**config.mk**
```make
export PLATFORM = sky130hd
export DESIGN_NAME = mac_cfg
export DESIGN_NICKNAME = d
export VERILOG_FILES = /design/src/rtl/mac_cfg_pkg.sv /design/src/rtl/mac_cfg_mul.sv /design/src/rtl/mac_cfg.sv
export SDC_FILE = /design/constraint.sdc
export NUM_CORES = 1
export LEC_CHECK = 0
export BUFFER_PORTS_ARGS = -buffer_cell sky130_fd_sc_hd__buf_2
export CAP_MARGIN = 30
export CORE_ASPECT_RATIO = 1.75
export CORE_MARGIN = 2
export CORE_UTILIZATION = 60
export CTS_CLUSTER_DIAMETER = 150
export DETAILED_ROUTE_END_ITERATION = 10
export GPL_TIMING_DRIVEN = 0
export PLACE_DENSITY = 0.91
export SYNTH_ARGS = -nofsm -noshare
export SYNTH_HDL_FRONTEND = slang
export SYNTH_HIERARCHICAL = 1
export SYNTH_SLANG_ARGS = --single-unit
```
**constraint.sdc**
```tcl
create_clock -name clk -period 11.8 [get_ports clk]
set_input_delay 2.36 -clock clk [delete_from_list [all_inputs] [get_ports clk]]
set_output_delay 2.36 -clock clk [all_outputs]
set_load 0.005 [all_outputs]
```
**src/rtl/mac_cfg_pkg.sv**
```systemverilog
// Shared types and helpers for the configurable multiply-accumulate block.
package mac_cfg_pkg;

  // Control FSM states.
  typedef enum logic [1:0] {
    IDLE = 2'd0,
    MUL  = 2'd1,
    RESP = 2'd2
  } state_e;

  // Widest accumulator the saturating adder supports.
  localparam int SAT_MAX_W = 64;

  // Add two w-bit values held in the low bits of 64-bit words.
  // sat=0 wraps modulo 2^w; sat=1 clamps to the unsigned or signed range of w bits.
  function automatic logic [SAT_MAX_W-1:0] sat_add(
    input logic [SAT_MAX_W-1:0] a,
    input logic [SAT_MAX_W-1:0] b,
    input int                   w,
    input logic                 is_signed,
    input logic                 sat
  );
    logic [SAT_MAX_W:0]   full;
    logic [SAT_MAX_W-1:0] mask;
    logic [SAT_MAX_W-1:0] sum;
    logic [SAT_MAX_W-1:0] s_max;
    logic [SAT_MAX_W-1:0] res;
    logic [6:0]           w_idx;
    logic [5:0]           msb_idx;
    logic                 carry;
    logic                 ovf;
    w_idx   = 7'(w);
    msb_idx = 6'(w - 1);
    mask    = (w >= SAT_MAX_W) ? {SAT_MAX_W{1'b1}} : ((64'd1 << w) - 64'd1);
    full    = {1'b0, a & mask} + {1'b0, b & mask};
    sum     = full[SAT_MAX_W-1:0] & mask;
    carry   = full[w_idx];
    // Signed overflow: operands agree in sign but the sum does not.
    ovf     = (a[msb_idx] == b[msb_idx]) && (sum[msb_idx] != a[msb_idx]);
    s_max   = mask >> 1;
    res     = sum;
    if (sat) begin
      if (is_signed) begin
        if (ovf) res = a[msb_idx] ? (mask & ~s_max) : s_max;
      end else if (carry) begin
        res = mask;
      end
    end
    return res;
  endfunction

endpackage

```
**src/rtl/mac_cfg_mul.sv**
```systemverilog
// Fixed-latency signed/unsigned multiplier: start pulse latches operands,
// done is high in the last of p_ncycles busy cycles.
module mac_cfg_mul
  import mac_cfg_pkg::*;
#(
  parameter int p_width   = 8,
  parameter int p_ncycles = 3
) (
  input  logic                   clk,
  input  logic                   reset,
  input  logic                   i_start,
  input  logic [p_width-1:0]     i_a,
  input  logic [p_width-1:0]     i_b,
  input  logic                   i_signed,
  output logic                   o_done,
  output logic [2*p_width-1:0]   o_product
);

  localparam int CW = $clog2(p_ncycles + 1);

  logic            r_busy;
  logic [CW-1:0]   r_cnt;
  logic [p_width-1:0] r_a;
  logic [p_width-1:0] r_b;
  logic [2*p_width-1:0] w_a_ext;
  logic [2*p_width-1:0] w_b_ext;

  // Busy flag and latency down-counter.
  // NOTE: sequential state uses non-blocking assignments so every register samples pre-edge values.
  always_ff @(posedge clk) begin
    if (reset) begin
      r_busy <= 1'b0;
      r_cnt  <= '0;
    end else if (i_start) begin
      r_busy <= 1'b1;
      r_cnt  <= CW'(p_ncycles - 1);
    end else if (r_busy) begin
      if (r_cnt == '0) r_busy <= 1'b0;
      else             r_cnt  <= r_cnt - 1'b1;
    end
  end

  // Operand capture on start.
  // NOTE: operand registers carry no reset; they are only consumed while r_busy, which is reset.
  always_ff @(posedge clk) begin
    if (i_start) begin
      r_a <= i_a;
      r_b <= i_b;
    end
  end

  // Extend both operands to product width; the low 2*p_width bits of the
  // product are then correct for either signedness.
  assign w_a_ext   = {{p_width{i_signed & r_a[p_width-1]}}, r_a};
  assign w_b_ext   = {{p_width{i_signed & r_b[p_width-1]}}, r_b};
  assign o_product = w_a_ext * w_b_ext;
  assign o_done    = r_busy && (r_cnt == '0);

endmodule

```
**src/rtl/mac_cfg.sv**
```systemverilog
// Configurable multiply-accumulate: accumulates a group of cfg_nmsgs products
// (signed/unsigned, wrapping/saturating) and returns the sum as one response.
module mac_cfg
  import mac_cfg_pkg::*;
#(
  parameter int p_width     = 8,
  parameter int p_acc_width = 2*p_width,
  parameter int p_ncycles   = 3,
  parameter int p_max_nmsgs = 16
) (
  input  logic                              clk,
  input  logic                              reset,
  input  logic                              req_val,
  output logic                              req_rdy,
  input  logic [2*p_width-1:0]              req_msg,
  input  logic [$clog2(p_max_nmsgs+1)-1:0]  cfg_nmsgs,
  input  logic                              cfg_signed,
  input  logic                              cfg_sat,
  output logic                              resp_val,
  input  logic                              resp_rdy,
  output logic [p_acc_width-1:0]            resp_msg
);

  localparam int NW = $clog2(p_max_nmsgs + 1);
  localparam int PW = 2 * p_width;

  state_e               r_state;
  logic [p_acc_width-1:0] r_acc;
  logic [NW-1:0]        r_cnt;
  logic [NW-1:0]        r_nmsgs;
  logic                 r_signed;
  logic                 r_sat;

  logic                 w_accept;
  logic                 w_mul_done;
  logic                 w_last;
  logic [PW-1:0]        w_prod;
  logic [p_acc_width-1:0] w_prod_ext;
  logic [p_acc_width-1:0] w_sum;

  assign req_rdy  = (r_state == IDLE);
  assign resp_val = (r_state == RESP);
  assign resp_msg = r_acc;
  assign w_accept = req_val && req_rdy;

  mac_cfg_mul #(
    .p_width   (p_width),
    .p_ncycles (p_ncycles)
  ) u_mul (
    .clk       (clk),
    .reset     (reset),
    .i_start   (w_accept),
    .i_a       (req_msg[PW-1:p_width]),
    .i_b       (req_msg[p_width-1:0]),
    .i_signed  (r_signed),
    .o_done    (w_mul_done),
    .o_product (w_prod)
  );

  // Widen the product to the accumulator, sign- or zero-extending.
  if (p_acc_width > PW) begin : g_ext
    assign w_prod_ext = {{(p_acc_width-PW){r_signed & w_prod[PW-1]}}, w_prod};
  end else begin : g_noext
    assign w_prod_ext = w_prod;
  end

  assign w_sum  = p_acc_width'(sat_add(64'(r_acc), 64'(w_prod_ext), p_acc_width, r_signed, r_sat));
  assign w_last = ({1'b0, r_cnt} + (NW+1)'(1)) == {1'b0, r_nmsgs};

  // Control FSM, group counter, latched configuration and accumulator.
  always_ff @(posedge clk) begin
    if (reset) begin
      r_state  <= IDLE;
      r_acc    <= '0;
      r_cnt    <= '0;
      r_nmsgs  <= NW'(1);
      r_signed <= 1'b0;
      r_sat    <= 1'b0;
    end else begin
      case (r_state)
        IDLE: begin
          if (req_val) begin
            r_state <= MUL;
            // Configuration is sampled only at the first product of a group.
            if (r_cnt == '0) begin
              r_nmsgs  <= (cfg_nmsgs == '0) ? NW'(1) : cfg_nmsgs;
              r_signed <= cfg_signed;
              r_sat    <= cfg_sat;
            end
          end
        end
        MUL: begin
          if (w_mul_done) begin
            r_acc   <= w_sum;
            r_cnt   <= r_cnt + 1'b1;
            r_state <= w_last ? RESP : IDLE;
          end
        end
        RESP: begin
          if (resp_rdy) begin
            r_acc   <= '0;
            r_cnt   <= '0;
            r_state <= IDLE;
          end
        end
        default: r_state <= IDLE;
      endcase
    end
  end

endmodule

```
* Word level (Yosys, flattened, before mapping)
Index checks and enable logic that the tools add are counted.
Cells by class: add/subtract/negate cells 4, multiply operators 1, div/mod/pow operators 0, $lt $le $gt $ge 0, equality and inequality tests 9, shift operators 0, mux-type cells 23, bitwise logic cells 3, reduce and logical (&&, ||, !) cells 15
Operator list (number):
- 16-bit two-way mux | 7
- 16-bit one-hot mux with 2 select lines | 1
- 16-bit by 16-bit adder with 17-bit output | 1
- 9-bit by 9-bit multiplier with 16-bit output | 1
- 5-bit two-way mux | 3
- 2-bit two-way mux | 7
- 5-bit zero test | 2
- 5-bit one-hot mux with 2 select lines | 1
- 3-bit AND reduction | 3
- 5-bit by 1-bit adder with 6-bit output, second input constant | 1
- 6-bit by 5-bit equality test with 1-bit output | 1
- 2-bit by 1-bit inequality test with 1-bit output, second input constant | 3
- 2-bit one-hot mux with 3 select lines | 1
- 5-bit by 1-bit adder with 5-bit output, second input constant | 1
- 2-bit zero test | 2
- 2-bit AND reduction | 2
- 2-bit nonzero test | 2
- 1-bit logical AND | 3
- 1-bit two-way mux | 3
- 1-bit bitwise AND | 2
- 2-bit by 1-bit equality test with 1-bit output, second input constant | 1
- 2-bit equality test, second input constant | 1
- 2-bit inequality test, second input constant | 1
- 2-bit OR reduction | 1
- 4 further kinds | 4
Word-level totals: bits in registers 49, latch bits 0, RAM bits 0, bits in read-only memories 0, input port bits 27, output and inout port bits 18, memories kept 0

* Logic depth before layout (Yosys ltp)
depth in word-level cells 10, mapped depth 28, depth with buffers taken out 25

* Modules after synthesis
The synthesis kept the hierarchy.
Modules (own cells, without submodules):
- mac_cfg_mul | instances 1, cells an instance 348, area each 3375.7 um2, seq. area each 540.5 um2
- mac_cfg | instances 1, cells an instance 254, area each 2287.2 um2, seq. area each 600.6 um2

* Worst setup path before layout
Ideal clock, no wire load.
path type reg2reg, start point reg u_mul.r_b[7], end point reg r_acc[10] (netlist: resp_msg[10]), setup time 117 ps, arrival time 6925 ps, data required time 11683 ps, path slack 4759 ps, cell stages (with the launch flop) 27, period minus slack after synthesis 7041 ps, path through edfxtp_1 clkbuf_1 nand2_1 or2_2 fa_1 fa_1 inv_1 fa_1 fa_1 inv_1 fa_1 inv_1 ha_1 or4_4 a211oi_4 nor2_1 xnor2_1 ha_1 nand2_1 nand2_1 a21o_1 a21o_4 or4b_4 buf_6 nor3b_4 buf_6 a22o_1
Between the ends: cells in the longest elaborated chain, start to end 10
Ends and longest elaborated chain:
- from (decl) | line mac_cfg_mul.sv:24 | logic [p_width-1:0] r_b;
- from (signal assigned) | line mac_cfg_mul.sv:48 | r_b <= i_b;
- 1-bit bitwise AND | line mac_cfg_mul.sv:55 | assign w_b_ext = {{p_width{i_signed & r_b[p_width-1]}}, r_b};
- 9-bit by 9-bit multiplier with 16-bit output (*) | line mac_cfg_mul.sv:56 | assign o_product = w_a_ext * w_b_ext;
- via w_prod[12] | line mac_cfg.sv:37 | logic [PW-1:0] w_prod;
- 16-bit by 16-bit adder with 17-bit output (*) | line mac_cfg_pkg.sv:35 | full = {1'b0, a & mask} + {1'b0, b & mask};
- 1-bit inequality test | line mac_cfg_pkg.sv:39 | ovf = (a[msb_idx] == b[msb_idx]) && (sum[msb_idx] != a[msb_idx]);
- 1-bit logical AND | line mac_cfg_pkg.sv:39
- 16-bit two-way mux | line mac_cfg_pkg.sv:44 | if (ovf) res = a[msb_idx] ? (mask & ~s_max) : s_max;
- 16-bit two-way mux (*) | line mac_cfg_pkg.sv:43 | if (is_signed) begin
- 16-bit two-way mux (*) | line mac_cfg_pkg.sv:42 | if (sat) begin
- 16-bit two-way mux (*) | line mac_cfg.sv:93 | if (w_mul_done) begin
- 16-bit one-hot mux with 2 select lines (*) | line mac_cfg.sv:80 | case (r_state)
- to (signal assigned) | line mac_cfg.sv:94 | r_acc <= w_sum;
- to (decl) | line mac_cfg.sv:28 | logic [p_acc_width-1:0] r_acc;
The timed path passes the listed nets; every way through them passes the cells marked *. The select of a mux whose other input is x is not followed. A chain may end at the register's enable or synchronous reset.

* Final worst setup path
start point reg r_signed, end point reg r_acc[12] (netlist: resp_msg[12])
Between the ends: cells in the longest elaborated chain, start to end 10
Ends and longest elaborated chain:
- from (decl) | line mac_cfg.sv:31 | logic r_signed;
- from (signal assigned) | line mac_cfg.sv:87 | r_signed <= cfg_signed;
- 1-bit bitwise AND, on equally long branches | line mac_cfg_mul.sv:54, mac_cfg_mul.sv:55
- 9-bit by 9-bit multiplier with 16-bit output (*) | line mac_cfg_mul.sv:56
- via w_prod[12] | line mac_cfg.sv:37
- 16-bit by 16-bit adder with 17-bit output (*) | line mac_cfg_pkg.sv:35
- 1-bit inequality test | line mac_cfg_pkg.sv:39
- 1-bit logical AND | line mac_cfg_pkg.sv:39
- 16-bit two-way mux | line mac_cfg_pkg.sv:44
- 16-bit two-way mux | line mac_cfg_pkg.sv:43
- 16-bit two-way mux (*) | line mac_cfg_pkg.sv:42
- 16-bit two-way mux (*) | line mac_cfg.sv:93
- 16-bit one-hot mux with 2 select lines (*) | line mac_cfg.sv:80
Marked as above.

==> parameters.txt <==
Parameter                              Value

Yosys
  Post-synthesis cell count ... 602
  Top cell type's share of synthesized area ... 22.62%
  Primary FF master, synth ... dfxtp_1
  Number of distinct standard cells referenced by the synthesized netlist ... 76
  Synthesized Nets ... 744
  Cell type contributing the most total cell area after synthesis ... fa_1
  Biggest area contributors in the synthesized netlist ... fa_1 23%, dfxtp_1 12%, ha_1 11%, edfxtp_1 8.5%, inv_1 6.4%
  Fraction of registers with async set or reset after synthesis ... 0%
  Sequential cell area fraction in the yosys report ... 20.15%
  Flops & latches, synth ... 49
  Mean area per synthesized cell ... 9.407 um2
  Cell area after synthesis ... 5663 um2
  Total of warnings raised by yosys ... 6
  Post-synth EDFFs ... 16

STA
  Clock period minus final worst setup slack ... 7.791 ns
  Setup TNS Final ... 0 ns
  Final Setup Violations ... 0
  Final WS setup ... 4.009 ns
  Final worst clock skew ... 0.006789 ns
  Worst-case hold slack ... 0.4961 ns
  Setup repair after global routing missed its margin ... false
  Max Clock Freq ... 128.3 MHz
  Worst Max-Slew Pin Slew ... 0.5043 ns
  Final hold vios ... 0
  Share of the clock period used by the worst path ... 66.03%
  Relative slew slack ... 66.27%
  Max-slew violation count ... 0

Power and ir drop
  Switching portion of total power ... 46.35%
  Peak VDD IR ... 118.8 uV
  Power dissipated by switching net loads ... 612.4 uW
  Seq pwr share ... 15.2%
  Clock share of power ... 12.9%
  Power Internal ... 708.8 uW
  Total power per unit cell area ... 212.1 nW/um2
  Leakage power figure ... 0.003037 uW
  Combinational group share of total power ... 71.9%

Layout
  Most used cells in the layout excluding fill and tap cells ... 96 x inv_1, 64 x fa_1, 57 x nand2_1
  Proportion of layout cells with a drive suffix above 1 ... 13.74%
  Share of the core filled with cells ... 68.07%
  Antenna fix cells ... 0
  Layout Nets ... 796
  Most common library cell in the layout ignoring fill and taps ... inv_1
  Growth of design area from synthesis to finish ... 10.01%
  Final design instance area without fill ... 6230 um2

Placement
  Routability Congestion ... 0.9088
  DP Area ... 6033 um2
  Post-Place Setup Slack ... 4.075 ns
  Post-detailed-placement half-perimeter wirelength ... 10.70 mm
  IO buf count ... 44

Floorplan
  CORE AREA ... 9151 um2
  Area enclosed by the die boundary ... 10260 um2
  Initial Util ... 61.88%
  Y dimension of the die ... 132.5 um
  Number of top-level design ports ... 45
  Die X ... 77.44 um
  Row count ... 46

Worst setup path
  Start of the worst register-to-register path ... r_signed
  Crit-path max cell delay ... 0.64 ns
  Length in cells of the worst reg-to-reg path ... 25
  Endpoint of the worst register-to-register path ... resp_msg[12]
  Required time at the worst-slack endpoint ... 11.99 ns
  Kind of end point of the critical path ... register
  Startpoint of the worst setup timing path ... r_signed
  Crit Path Max Fanout ... 12
  Master of the slowest instance on the critical path ... dfxtp_1
  Arrival time of the worst setup path ... 7.98 ns
  Most prevalent standard cell on the critical path ... fa_1
  Critical Setup Path Class ... register to register
  Category of the worst setup path launch point ... register
  Slack of the worst reg-to-reg path ... 4.01 ns

Min path
  Min-delay src ... r_nmsgs[0]
  Hold path endpoint ... r_nmsgs[0]
  Number of cells on the worst hold path ... 1
  Hold crit path type ... register to register

GRT
  Largest net degree at the start of global routing ... 21
  First-pass GRT wire length ... 22.85 mm
  Total GRT Usage ... 27.68%
  Initial antenna violation count ... 0
  Total grt overflow ... 0
  Vias in the first global route ... 5010

Clocking
  CTS Buf Count ... 5
  Sink count of the clock tree ... 49
  Clock tree from TritonCTS ... built
  Clk Tree Root Cell ... clkbuf_16
  Post-cts resize count ... 0
  Worst-case clock buffer depth ... 2
  Clock Latency Late Sink ... 0.30 ns
  CTS HTree Levels ... 2
  Setup repair bufs after CTS ... 0
  Hold-fix buffers at CTS ... 0
  Clock transition time at the flip-flop clock pins of the worst setup and hold paths ... 0.07 ns

Routing
  Via count ... 4626
  Antenna Nets Post-Route ... 0
  First-pass iteration count of the detailed router ... 7
  DRC marker count from the first detailed-route iteration ... 223
  Mean routed wirelength per cell ... 17.37 um
  Wirelength, routed ... 13.46 mm
  Vias per std cell ... 5.969
  Drc violations ... 0

Outcome
  Status ... finished clean

Job
  Maxcap violations ... 0
==> layout make-up <==
class	instances	area, um2
Buffer	20	138.9
Multi-Input combinational cell	436	4018
Timing Repair Buffer	45	247.7
Clock inverter	3	43.79
Sequential cell	49	1141
Tap cell	120	150.1
Inverter	97	365.4
Clock buffer	5	125.1
Fill cell	656	2922
==> logic make-up (layout without fill, tap and decap cells) <==
family / Yosys count / in the layout / share of synthesized area (%)
DFF: 49 / 49 / 20.15
adders and majority gates: 115 / 115 / 33.89
buffers and inverters: 117 / 170 / 8.904
and+or+nand+nor: 185 / 185 / 17.30
AOI/OAI and AO/OA: 95 / 95 / 13.28
xor gates and xnor gates: 35 / 35 / 5.413
muxes: 6 / 6 / 1.061
==> synthesized netlist by cell type, types with 13 or more instances <==
| cell type | number |
|---|---|
| a21oi_1 | 18 |
| a22o_1 | 14 |
| and2_1 | 30 |
| dfxtp_1 | 33 |
| edfxtp_1 | 16 |
| fa_1 | 64 |
| ha_1 | 51 |
| inv_1 | 96 |
| nand2_1 | 57 |
| nand4_1 | 13 |
| nor2_1 | 34 |
| xnor2_1 | 24 |
==> how the worst max path moves through the flow <==
stage                     slack [ns]            to  cells past startpoint
after floorplan                 4.76  resp_msg[10]                     26
after global placement          4.21   resp_msg[3]                     26
after detailed placement        4.07   resp_msg[9]                     26
after CTS                       4.04   resp_msg[9]                     26
after global routing            3.70  resp_msg[12]                     26
final                           4.01  resp_msg[12]                     25
==> registers in the layout (all words and copies together), names as in the netlist <==
name / cells
r_state: 2
r_cnt: 5
u_mul/r_cnt: 2
u_mul/r_a: 8
u_mul/r_b: 8
r_sat: 1
u_mul/r_busy: 1
r_signed: 1
r_nmsgs: 5
resp_msg: 16
==> per-stage QoR <==
stage	total power (uW)	instances
final	1321	775
after global routing	1436	775
after CTS	1309	774
after detailed placement	1127	766
after global placement	1076	766
after floorplan	944.7	602
==> worst max-delay path, delay by kind of cell (launching register included) <==
kind / cells / cell delay [ns]
simple gates: 8 / 2.27
fa+ha+maj: 7 / 3.27
compound gates: 4 / 0.90
xor+xnor: 1 / 0.13
flops: 1 / 0.64
buf+inv: 5 / 0.47
==> power groups by stage <==
| stage | Clock (uW) | Sequential [uW] | Combinational [uW] |
|---|---|---|---|
| global placement | 0 | 203 | 873 |
| finish | 171 | 200 | 950 |
| detailed placement | 0 | 204 | 923 |
| global route | 178 | 201 | 1060 |
| floorplan | 0 | 198 | 747 |
| CTS | 173 | 200 | 936 |
==> routing by layer <==
| metal | part of all wire, % | vias up | global-route usage (%) |
|---|---|---|---|
| met3 | 4.6 | 53 | 3.070 |
| met5 | 0 | - | 0 |
| li1 | - | 2108 | - |
| met1 | 35 | 2288 | 28.75 |
| met4 | 3.7 | 0 | 11.81 |
| met2 | 57 | 177 | 54.35 |
(Power assumes the default switching activity.)
